===== config.mk =====
export PLATFORM = sky130hd
export DESIGN_NAME = serial_deframer5_flat
export DESIGN_NICKNAME = d
export VERILOG_FILES = /design/src/rtl/serial_deframer5_if.sv /design/src/rtl/serial_deframer5.sv /design/src/flat_wrapper.sv
export SDC_FILE = /design/constraint.sdc
export NUM_CORES = 1
export LEC_CHECK = 0
export CORE_MARGIN = 3
export CORE_UTILIZATION = 25
export CTS_CLUSTER_DIAMETER = 40
export DETAILED_ROUTE_END_ITERATION = 8
export PLACE_DENSITY = 0.4
export SLEW_MARGIN = 20
export SYNTH_ARGS = -nofsm -noshare
export SYNTH_HDL_FRONTEND = slang
export SYNTH_SLANG_ARGS = --single-unit

===== constraint.sdc =====
create_clock -name clockpulse -period 2.9 [get_ports clockpulse]
set_input_delay 0.58 -clock clockpulse [delete_from_list [all_inputs] [get_ports clockpulse]]
set_output_delay 0.58 -clock clockpulse [all_outputs]
set_load 0.01 [all_outputs]

===== src/rtl/serial_deframer5_if.sv =====
// Bundle of serial-in and parallel-word-out signals for serial_deframer5.
// The master side drives the serial line; the slave side is the deframer.
interface serial_deframer5_if;
  logic       serial_input;
  logic       sample_enable;
  logic [4:0] data_out;
  logic       data_valid;
  logic       parity_error;
  logic       frame_error;
  logic       busy;
  logic [3:0] frame_count;

  modport master (
    output serial_input, sample_enable,
    input  data_out, data_valid, parity_error, frame_error, busy, frame_count
  );

  modport slave (
    input  serial_input, sample_enable,
    output data_out, data_valid, parity_error, frame_error, busy, frame_count
  );
endinterface


===== src/rtl/serial_deframer5.sv =====
// Receives start + 5 data bits (LSB first) + even parity + stop from a sampled
// serial line and presents each word in parallel with error flags and a good-frame count.
module serial_deframer5 (
  input  logic                clockpulse,
  input  logic                clear,
  serial_deframer5_if.slave   bus
);
  // state   | meaning
  // S_IDLE  | waiting for a sampled 1 (start bit)
  // S_DATA  | collecting data bits 0..4
  // S_PARITY| capturing the parity bit
  // S_STOP  | sampling the stop bit and completing the frame
  typedef enum logic [1:0] {S_IDLE, S_DATA, S_PARITY, S_STOP} state_t;

  state_t     r_state;
  logic [2:0] r_bit_cnt;
  logic [4:0] r_shift;
  logic       r_par;
  logic [4:0] r_data_out;
  logic       r_valid;
  logic       r_perr;
  logic       r_ferr;
  logic       r_busy;
  logic [3:0] r_count;
  logic       w_perr;

  assign w_perr = (^r_shift) ^ r_par;

  always_ff @(posedge clockpulse or posedge clear) begin
    if (clear) begin
      r_state    <= S_IDLE;
      r_bit_cnt  <= 3'd0;
      r_shift    <= 5'd0;
      r_par      <= 1'b0;
      r_data_out <= 5'd0;
      r_valid    <= 1'b0;
      r_perr     <= 1'b0;
      r_ferr     <= 1'b0;
      r_busy     <= 1'b0;
      r_count    <= 4'd0;
    end else begin
      // The strobe lasts one period whether or not the next edge is enabled.
      r_valid <= 1'b0;
      if (bus.sample_enable) begin
        case (r_state)
          S_IDLE: begin
            if (bus.serial_input) begin
              r_state   <= S_DATA;
              r_bit_cnt <= 3'd0;
              r_busy    <= 1'b1;
            end
          end
          S_DATA: begin
            r_shift[r_bit_cnt] <= bus.serial_input;
            r_bit_cnt          <= r_bit_cnt + 3'd1;
            if (r_bit_cnt == 3'd4)
              r_state <= S_PARITY;
          end
          S_PARITY: begin
            r_par   <= bus.serial_input;
            r_state <= S_STOP;
          end
          S_STOP: begin
            r_data_out <= r_shift;
            r_perr     <= w_perr;
            r_ferr     <= bus.serial_input;
            r_valid    <= 1'b1;
            r_busy     <= 1'b0;
            r_state    <= S_IDLE;
            if (!w_perr && !bus.serial_input)
              r_count <= r_count + 4'd1;
          end
          default: r_state <= S_IDLE;
        endcase
      end
    end
  end

  assign bus.data_out     = r_data_out;
  assign bus.data_valid   = r_valid;
  assign bus.parity_error = r_perr;
  assign bus.frame_error  = r_ferr;
  assign bus.busy         = r_busy;
  assign bus.frame_count  = r_count;
endmodule


===== src/flat_wrapper.sv =====
// flat-port wrapper written by rule: the top's interface ports become plain ports
module serial_deframer5_flat 
  (clockpulse, clear, bus_serial_input, bus_sample_enable, bus_data_out, bus_data_valid, bus_parity_error, bus_frame_error, bus_busy, bus_frame_count);
  serial_deframer5_if bus_i ();
  input  logic clockpulse;
  input  logic clear;
  input wire logic [$bits(bus_i.serial_input)-1:0] bus_serial_input;
  input wire logic [$bits(bus_i.sample_enable)-1:0] bus_sample_enable;
  output wire logic [$bits(bus_i.data_out)-1:0] bus_data_out;
  output wire logic [$bits(bus_i.data_valid)-1:0] bus_data_valid;
  output wire logic [$bits(bus_i.parity_error)-1:0] bus_parity_error;
  output wire logic [$bits(bus_i.frame_error)-1:0] bus_frame_error;
  output wire logic [$bits(bus_i.busy)-1:0] bus_busy;
  output wire logic [$bits(bus_i.frame_count)-1:0] bus_frame_count;
  assign bus_i.serial_input = bus_serial_input;
  assign bus_i.sample_enable = bus_sample_enable;
  assign bus_data_out = bus_i.data_out;
  assign bus_data_valid = bus_i.data_valid;
  assign bus_parity_error = bus_i.parity_error;
  assign bus_frame_error = bus_i.frame_error;
  assign bus_busy = bus_i.busy;
  assign bus_frame_count = bus_i.frame_count;
  serial_deframer5 u_core (.clockpulse(clockpulse), .clear(clear), .bus(bus_i));
endmodule

==> out/results.ini, run 1 <==
[yosys]
syn_area_per_cell_sq_um = 12.1
synth_flop_cell = dfrtp_1
syn_inst = 96
synthSimpleGateAreaFrac_pct = 10.7
synth.net_count = 108
ys_async_sr_fraction_pct = 100
synth_compound_area_share_pct = 4.30
netlist_area_sq_um = 1160
synth_seq_cells = 24
synth_xor_area_share_pct = 6.44
yosys-top-cells-area = dfrtp_1 (52%), mux2_2 (13%), ha_1 (8.6%)
ys_seq_area_share_pct = 51.6
synth_top_area_share_pct = 51.6
muxShareOfSynthArea_pct = 15.6
synth_area_leader_cell = dfrtp_1
ys_types = 25
yosys_warnings = 0
synth_top_family_by_area = multiplexers
synthAdderAreaFrac_pct = 8.59
synth-edff-count = 0

[final_layout]
syn_to_final_growth_pct = 25.9
diodes = 0
num-fill-cells = 460
stdcell_count = 168
layout_common_cells = dfrtp_1 (24), clkdlybuf4s50_1 (16), mux2_2 (13)
fin_nets = 129
seqCellArea_sq_um = 601
drive_gt1_share_pct = 18.1
multi_input_area_sq_um = 532
layout_commonest_cell = dfrtp_1

[run_status]
outcome = finished, final reports clean

[worst_hold_path]
hold_path.startpoint = u_core.bus.frame_count[3]$_DFFE_PP0P_
hold_end = u_core.bus.frame_count[3]$_DFFE_PP0P_
holdCritPathClass = reg -> reg
min_path_cells = 1

[grt]
overflow = 0
grt_usage_pct = 8.49
grt_max_degree = 25
first_global_vias = 768
antenna_found_initial = 0
grt_pass1_wl_mm = 3.55

[critical_path]
arrival_ps = 2080
r2r_end = u_core.r_shift[1]$_DFFE_PP0P_
endpoint_kind = flip-flop
reg2regPathDepth = 5
critPathKind = in -> reg
regToRegSetupSlack_ps = 1120
cp_data_required_time_ps = 3060
start_kind = input pin
reg2reg_from = u_core.r_state[1]$_DFFE_PP0P_
worst-path-max-fanout = 8

[clock_tree]
hold_buffers = 0
post_cts_buffers = 0
htree_levels = 1
cts.sinks = 24
cts_buffers = 3
tritoncts = done
cts_resized = 0
clock-root-buffer = clkbuf_8
cts_buffer_depth = 2
clk_pin_slew_ps = 90
clock_latency_ps = 260

[floorplan]
initial_core_util_pct = 26.4
die_w_um = 74.3
fp-row-count = 24
fp.dieArea_sq_um = 5510
core-area_sq_um = 4410
die_h_um = 74.3
io_pins = 17

[timing]
rsz0062_at_grt = false
setup_viol_count_final = 0
setup_tns_ps = 0
worst_clock_skew_ps = 2.02
fin_crit_ps = 1920
maxSlewViolCount = 0
hold_viol_final = 0
fin_crit_sh_pct = 66.3
worst_pin_slew_ps = 306
slew_headroom_pct = 79.3
fmax_ghz = 0.520

[routing]
wl_per_cell_um = 12.8
firstDrtPassIters = 4
antenna_left = 0
dr.first_iter.drc_count = 19
vias_per_cell = 4.41
vias = 741
post-route-drc-count = 0
wl_mm = 2.15

[power]
p_leak_nw = 0.669
irDropWorstVdd_mv = 0.259
power_density_nw_per_um2 = 1080

[placed_design]
placed_cells = 164
hpwl_mm = 1.57
port_buffers = 16
gp_congestion = 0.716

[job]
drv_cap = 0

-- metal layers --
metal  global-route usage, %  part of all wire [%]  vias to the layer above
li1                        -                     -                      369
met1                    11.2                    49                      362
met2                    13.4                    48                        8
met3                    1.62                   2.7                        2
met4                    4.15                  0.93                        0
met5                       0                     0                        -
-- worst max-delay path by stage --
stage                      start                                     to  cells past startpoint
6_report       bus_sample_enable          u_core.r_shift[1]$_DFFE_PP0P_                      4
5_1_grt        bus_sample_enable          u_core.r_shift[4]$_DFFE_PP0P_                      4
4_1_cts        bus_sample_enable          u_core.r_shift[1]$_DFFE_PP0P_                      4
3_5_place_dp   bus_sample_enable          u_core.r_shift[1]$_DFFE_PP0P_                      4
3_3_place_gp   bus_sample_enable          u_core.r_shift[1]$_DFFE_PP0P_                      4
2_1_floorplan  bus_sample_enable  u_core.bus.frame_count[1]$_DFFE_PP0P_                      5
-- flip-flops by register name (all words and copies together) (netlist names) --
| register | count |
|---|---|
| u_core.bus.frame_error | 1 |
| u_core.bus.parity_error | 1 |
| u_core.r_state | 2 |
| u_core.r_bit_cnt | 3 |
| u_core.r_shift | 5 |
| u_core.bus.busy | 1 |
| u_core.bus.data_valid | 1 |
| u_core.r_par | 1 |
| u_core.bus.data_out | 5 |
| u_core.bus.frame_count | 4 |
-- Yosys cell counts (2+ instances only) --
library cell and n:
buf_2 2, dfrtp_1 24, ha_1 8, inv_1 6
mux2_2 13, mux2i_1 2, nand2_1 10, nand2b_1 2
nand3_1 4, nor2_1 2, nor3_1 2, o21ai_0 4
xnor2_1 4, xor2_1 2
-- power breakdown --
part           switching (W)  total (W)  internal, W
clock               0.000110   0.000295     0.000184
sequential          0.000121   0.000599     0.000478
combinational       0.000291   0.000691     0.000399
-- area by class of cell --
class | instances | area share [%]
Multi-Input combinational cell | 64 | 36.3
Inverter | 6 | 1.54
Sequential cell | 24 | 41.0
Clock buffer | 3 | 2.82
Clock inverter | 1 | 2.05
Tap cell | 52 | 4.44
Timing Repair Buffer | 18 | 11.9
-- through the flow --
stage	instance area [sq um]	power [W]	hold slack (ps)	util, %	worst slack, ps
after floorplan	1160	0.00104	501	-	1210
after global placement	1400	0.00130	462	31.6	743
after detailed placement	1400	0.00131	465	31.6	695
after CTS	1470	0.00162	480	33.2	985
after global routing	1470	0.00171	492	33.2	868
final	1470	0.00158	475	33.2	978
-- cells by family after synthesis --
group | Yosys count
and+or+nand+nor | 25
DFF | 24
muxes | 16
AOI/OAI and AO/OA | 8
buffers and inverters | 8
adders and majority gates | 8
xor gates and xnor gates | 7
-- worst max-delay path, stage by stage --
cell and delay [ps]:
clkdlybuf4s50_1 620, nand2_1 160, or4_1 430, mux2_2 280
No activity file was read; power rests on OpenSTA's default activity.
==> run 2, diff against run 1 <==
- clock period: 2.9 -> 1.8 ns (I/O delays scaled with it)
==> out/results.ini, run 2 (same netlist as run 1, synthesis figures left out) <==
[run_status]
outcome = finished, final reports clean  ; unchanged

[timing]
hold_viol_final = 0  ; unchanged
rsz0062_at_grt = false  ; unchanged
fin_crit_ps = 1630
worst_pin_slew_ps = 331  ; was 306 ps
fin_crit_sh_pct = 90.4
slew_headroom_pct = 77.7  ; was 79.3%
fmax_ghz = 0.614
worst_clock_skew_ps = 6.70  ; was 2.02 ps
maxSlewViolCount = 0  ; unchanged
setup_viol_count_final = 0  ; unchanged
hold_ws_ps = 435  ; was 475 ps

[routing]
wl_per_cell_um = 12.3  ; was 12.8 um
wl_mm = 2.16  ; was 2.15 mm
vias = 780  ; was 741
antenna_left = 0  ; unchanged
vias_per_cell = 4.43  ; was 4.41
dr.first_iter.drc_count = 10  ; was 19
firstDrtPassIters = 4  ; unchanged
post-route-drc-count = 0  ; unchanged

[power]
power_density_nw_per_um2 = 1700  ; was 1080 nW/um^2
finalPower_w = 0.00260  ; was 0.00158 W
p_int_w = 0.00175  ; was 0.00106 W
irDropWorstVdd_mv = 0.554  ; was 0.259 mV
p_leak_nw = 0.708  ; was 0.669 nW
switchingPower_w = 0.000849  ; was 0.000523 W
p_clk_share_pct = 18.5  ; was 18.6%
p_seq_share_pct = 37.1  ; was 37.8%
swShare_pct = 32.7  ; was 33.0%
power_frac_comb_pct = 44.3  ; was 43.6%

[final_layout]
layout_commonest_cell = dfrtp_1  ; unchanged
fin_nets = 137  ; was 129
fin_util_pct = 34.6  ; was 33.2%
drive_gt1_share_pct = 23.4  ; was 18.1%
syn_to_final_growth_pct = 31.0  ; was 25.9%
num-fill-cells = 450  ; was 460
stdcell_count = 176  ; was 168
diodes = 0  ; unchanged
layout_common_cells = dfrtp_1 (24), clkdlybuf4s50_1 (16), mux2_2 (13)  ; unchanged

[placed_design]
placed_cells = 172  ; was 164
port_buffers = 16  ; unchanged
hpwl_mm = 1.60  ; was 1.57 mm
gp_congestion = 0.723  ; was 0.716

[job]
drv_cap = 0  ; unchanged

[floorplan]
fp.dieArea_sq_um = 5510  ; unchanged
initial_core_util_pct = 26.4  ; unchanged
io_pins = 17  ; unchanged
core-area_sq_um = 4410  ; unchanged
fp-row-count = 24  ; unchanged
die_h_um = 74.3  ; unchanged
die_w_um = 74.3  ; unchanged

[clock_tree]
tritoncts = done  ; unchanged
hold_buffers = 0  ; unchanged
post_cts_buffers = 0  ; unchanged
clock-root-buffer = clkbuf_8  ; unchanged
htree_levels = 1  ; unchanged
clock_latency_ps = 270  ; was 260 ps
clk_pin_slew_ps = 90  ; about the same
cts_buffers = 3  ; unchanged
cts_resized = 0  ; unchanged
cts.sinks = 24  ; unchanged
cts_buffer_depth = 2  ; unchanged

[grt]
grt_max_degree = 25  ; unchanged
first_global_vias = 759  ; was 768
grt_usage_pct = 8.73  ; was 8.49%
antenna_found_initial = 0  ; unchanged
grt_pass1_wl_mm = 3.63  ; was 3.55 mm
overflow = 0  ; unchanged

[critical_path]
critPathKind = reg -> reg  ; was in -> reg
endpoint_kind = flip-flop  ; unchanged
path_cells = inv_1, ha_1, nand2_1, buf_4, nor3_1, mux2_2  ; was clkdlybuf4s50_1, nand2_1, or4_1, mux2_2
worst-path-max-fanout = 4  ; was 8
reg2reg_from = u_core.r_state[1]$_DFFE_PP0P_  ; unchanged
cp_data_required_time_ps = 1960  ; was 3060 ps
start_kind = flip-flop  ; was input pin
r2r_end = u_core.r_shift[2]$_DFFE_PP0P_  ; was u_core.r_shift[1]$_DFFE_PP0P_
crit_slowest_cell = dfrtp_1  ; was clkdlybuf4s50_1
regToRegSetupSlack_ps = 170  ; was 1120 ps
critPathMaxStageDelay_ps = 420  ; was 620 ps
arrival_ps = 1780  ; was 2080 ps
reg2regPathDepth = 6  ; was 5

[worst_hold_path]
holdCritPathClass = in -> async  ; was reg -> reg

run 2: cell count changes in the layout (fill, tap and decap cells not counted):
cell / previous run / this run
buf_4: 2 / 10
run 2: layout make-up:
type                       count  area [sq um]  share of cell area (%)
sequential                    24           601                    39.3
multi-input combinational     64           532                    34.8
timing repair buffer          26           235                    15.4
tap                           52          65.1                    4.26
clock buffer                   3          41.3                    2.70
clock inverter                 1          30.0                    1.97
inverter                       6          22.5                    1.48
run 2: how the worst max path moves through the flow:
stage	from	to	slack [ps]	cells after the start
finish	u_core.r_state[1]$_DFFE_PP0P_	u_core.r_shift[2]$_DFFE_PP0P_	170	6
global route	u_core.r_state[1]$_DFFE_PP0P_	u_core.r_shift[3]$_DFFE_PP0P_	20	6
CTS	u_core.r_shift[4]$_DFFE_PP0P_	u_core.bus.frame_count[1]$_DFFE_PP0P_	160	4
detailed placement	bus_sample_enable	u_core.r_shift[2]$_DFFE_PP0P_	-60	5
global placement	bus_sample_enable	u_core.r_shift[2]$_DFFE_PP0P_	-30	5
floorplan	u_core.r_state[1]$_DFFE_PP0P_	u_core.r_shift[1]$_DFFE_PP0P_	180	5
run 2: power by group through the flow:
stage               combinational (W)  sequential, W  clock, W
floorplan                    0.000686       0.000992         0
detailed placement            0.00117       0.000981         0
finish                        0.00115       0.000964  0.000481
CTS                           0.00118       0.000972  0.000495
global placement              0.00116       0.000977         0
global route                  0.00127        0.00101  0.000523
run 2: layer usage:
metal	share of wire, %	global-route usage (%)
met1	46	11.8
met2	50	13.5
met3	2.8	2.03
met4	0.92	3.56
met5	0	0
run 2: per-stage QoR:
step / cell area (sq um) / worst slack, ps / TNS, ps
6_report: 1530 / 172 / 0
5_1_grt: 1530 / 19.7 / 0
4_1_cts: 1530 / 162 / 0
3_5_place_dp: 1460 / -60.5 / -152
3_3_place_gp: 1460 / -29.7 / -109
2_1_floorplan: 1160 / 184 / 0
run 2: critical path: cells and delay by family, from the launching register on:
family                   cells  cell delay [ps]
adder cells (fa/ha/maj)      1              180
AND/OR/NAND/NOR              2              300
flip-flops                   1              420
buffers and inverters        2              260
multiplexers                 1              350
==> run 3, diff against run 2 <==
--- a/config.mk
+++ b/config.mk
@@ -8,5 +8,4 @@
 export CORE_MARGIN = 3
 export CORE_UTILIZATION = 25
-export CTS_CLUSTER_DIAMETER = 40
 export DETAILED_ROUTE_END_ITERATION = 8
 export PLACE_DENSITY = 0.4
==> constraint.sdc (replaced) <==
create_clock -name clockpulse -period 1.8 [get_ports clockpulse]
set_input_delay 0.45 -clock clockpulse [delete_from_list [all_inputs] [get_ports clockpulse]]
set_output_delay 0.45 -clock clockpulse [all_outputs]
set_load 0.01 [all_outputs]
==> out/results.ini, run 3 (same netlist as run 1, synthesis figures left out) <==
[run_status]
outcome = finished, final reports clean  ; unchanged

[routing]
dr.first_iter.drc_count = 17  ; was 10
vias_per_cell = 4.42  ; was 4.43
firstDrtPassIters = 4  ; unchanged
antenna_left = 0  ; unchanged
post-route-drc-count = 0  ; unchanged
vias = 787  ; was 780
wl_per_cell_um = 12.4  ; was 12.3 um
wl_mm = 2.21  ; was 2.16 mm

[critical_path]
crit_cells = 1  ; was 6
start_kind = flip-flop  ; unchanged
crit_slowest_cell = clkdlybuf4s50_1  ; was dfrtp_1
worst-path-buf-inv = 1  ; was 2
worst-path-max-fanout = 4  ; unchanged
arrival_ps = 1240  ; was 1780 ps
path_delay_family = buffers and inverters  ; was flip-flops
reg2regPathDepth = 4  ; was 6
critPathKind = reg -> out  ; was reg -> reg
path_cells = clkdlybuf4s50_1  ; was inv_1, ha_1, nand2_1, buf_4, nor3_1, mux2_2
cp_data_required_time_ps = 1350  ; was 1960 ps
critPathMaxStageDelay_ps = 560  ; was 420 ps
endpoint_kind = primary output  ; was flip-flop

[clock_tree]
clk_pin_slew_ps = 90  ; about the same
htree_levels = 1  ; unchanged
tritoncts = done  ; unchanged
cts_buffers = 3  ; unchanged
hold_buffers = 0  ; unchanged
clock_latency_ps = 270  ; about the same
cts_buffer_depth = 2  ; unchanged
cts.sinks = 24  ; unchanged
post_cts_buffers = 0  ; unchanged
clock-root-buffer = clkbuf_8  ; unchanged
cts_resized = 0  ; unchanged

[placed_design]
post-place-ws_ps = -169  ; was -60.5 ps
port_buffers = 16  ; unchanged
placed_cells = 174  ; was 172
hpwl_mm = 1.63  ; was 1.60 mm
gp_congestion = 0.743  ; was 0.723

[grt]
grt_usage_pct = 8.73  ; about the same
grt_max_degree = 25  ; unchanged
grtUsageMet3_pct = 2.03  ; unchanged
overflow = 0  ; unchanged
busiest_layer = met2  ; unchanged
grt_use_met1_pct = 11.8  ; about the same
use_met2_pct = 13.5  ; unchanged
first_global_vias = 780  ; was 759
grt_pass1_wl_mm = 3.63  ; unchanged
antenna_found_initial = 0  ; unchanged

[timing]
setup_tns_ps = 0  ; unchanged
hold_viol_final = 0  ; unchanged
worst_pin_slew_ps = 347  ; was 331 ps
fin_crit_ps = 1690  ; was 1630 ps
fmax_ghz = 0.592  ; was 0.614 GHz
fin_crit_sh_pct = 93.8  ; was 90.4%
slew_headroom_pct = 76.6  ; was 77.7%
setup_slack_ps = 111  ; was 172 ps
rsz0062_at_grt = false  ; unchanged
setup_viol_count_final = 0  ; unchanged
worst_clock_skew_ps = 2.80  ; was 6.70 ps
maxSlewViolCount = 0  ; unchanged

[final_layout]
num-fill-cells = 456  ; was 450
diodes = 0  ; unchanged
fin_util_pct = 34.9  ; was 34.6%
drive_gt1_share_pct = 24.6  ; was 23.4%
stdcell_count = 178  ; was 176
fin_nets = 139  ; was 137
layout_commonest_cell = dfrtp_1  ; unchanged
syn_to_final_growth_pct = 32.3  ; was 31.0%
layout_common_cells = dfrtp_1 (24), clkdlybuf4s50_1 (16), mux2_2 (13)  ; unchanged

[power]
p_clk_share_pct = 18.4  ; was 18.5%
power_frac_comb_pct = 44.8  ; was 44.3%
irDropWorstVdd_mv = 0.524  ; was 0.554 mV
power_density_nw_per_um2 = 1700  ; about the same
switchingPower_w = 0.000855  ; was 0.000849 W
swShare_pct = 32.7  ; about the same
p_int_w = 0.00176  ; was 0.00175 W
p_seq_share_pct = 36.8  ; was 37.1%
p_leak_nw = 0.717  ; was 0.708 nW

[worst_hold_path]
min_path_cells = 1
holdCritPathClass = reg -> reg  ; was in -> async

[floorplan]
die_h_um = 74.3  ; unchanged
initial_core_util_pct = 26.4  ; unchanged
io_pins = 17  ; unchanged
core-area_sq_um = 4410  ; unchanged
die_w_um = 74.3  ; unchanged
fp.dieArea_sq_um = 5510  ; unchanged
fp-row-count = 24  ; unchanged

[job]
drv_cap = 0  ; unchanged

run 3: layer usage:
metal  part of all wire [%]  wire, um  vias to the layer above
met2                     48      1050                       10
met4                   0.90        20                        0
met1                     49      1080                      384
met3                    2.5        55                        2
li1                       -         -                      391
met5                      0         0                        -
run 3: cell type report:
cell class | instances | area (sq um) | area share (%)
sequential | 24 | 601 | 39.0
timing repair buffer | 28 | 250 | 16.2
clock inverter | 1 | 30.0 | 1.95
multi-input combinational | 64 | 532 | 34.5
clock buffer | 3 | 41.3 | 2.68
inverter | 6 | 22.5 | 1.46
tap | 52 | 65.1 | 4.22
run 3: per-stage QoR:
stage	hold WS [ps]	area, sq um	total power (W)
5_1_grt	513	1540	0.00281
4_1_cts	483	1540	0.00266
3_5_place_dp	470	1470	0.00217
3_3_place_gp	461	1470	0.00216
6_report	479	1540	0.00262
2_1_floorplan	465	1160	0.00168
run 3: power by group through the flow:
stage                     clock (W)  combinational, W  sequential [W]
after floorplan                   0          0.000686        0.000992
after global placement            0           0.00118        0.000977
after detailed placement          0           0.00119        0.000981
after CTS                  0.000499           0.00119        0.000971
after global routing       0.000524           0.00128         0.00100
final                      0.000481           0.00117        0.000963
run 3: final timing paths:
path / start / endpoint / slack, ps
hold reg to reg: u_core.bus.frame_count[3]$_DFFE_PP0P_ / u_core.bus.frame_count[3]$_DFFE_PP0P_ / 480
hold / removal: u_core.bus.frame_count[3]$_DFFE_PP0P_ / u_core.bus.frame_count[3]$_DFFE_PP0P_ / 480
max in group asynchronous: clear / u_core.r_shift[4]$_DFFE_PP0P_ / 1010
setup / recovery: u_core.bus.frame_count[0]$_DFFE_PP0P_ / bus_frame_count[0] / 110
min in group asynchronous: clear / u_core.bus.data_valid$_DFF_PP0_ / 530
setup reg to reg: u_core.r_shift[2]$_DFFE_PP0P_ / u_core.bus.frame_count[1]$_DFFE_PP0P_ / 160
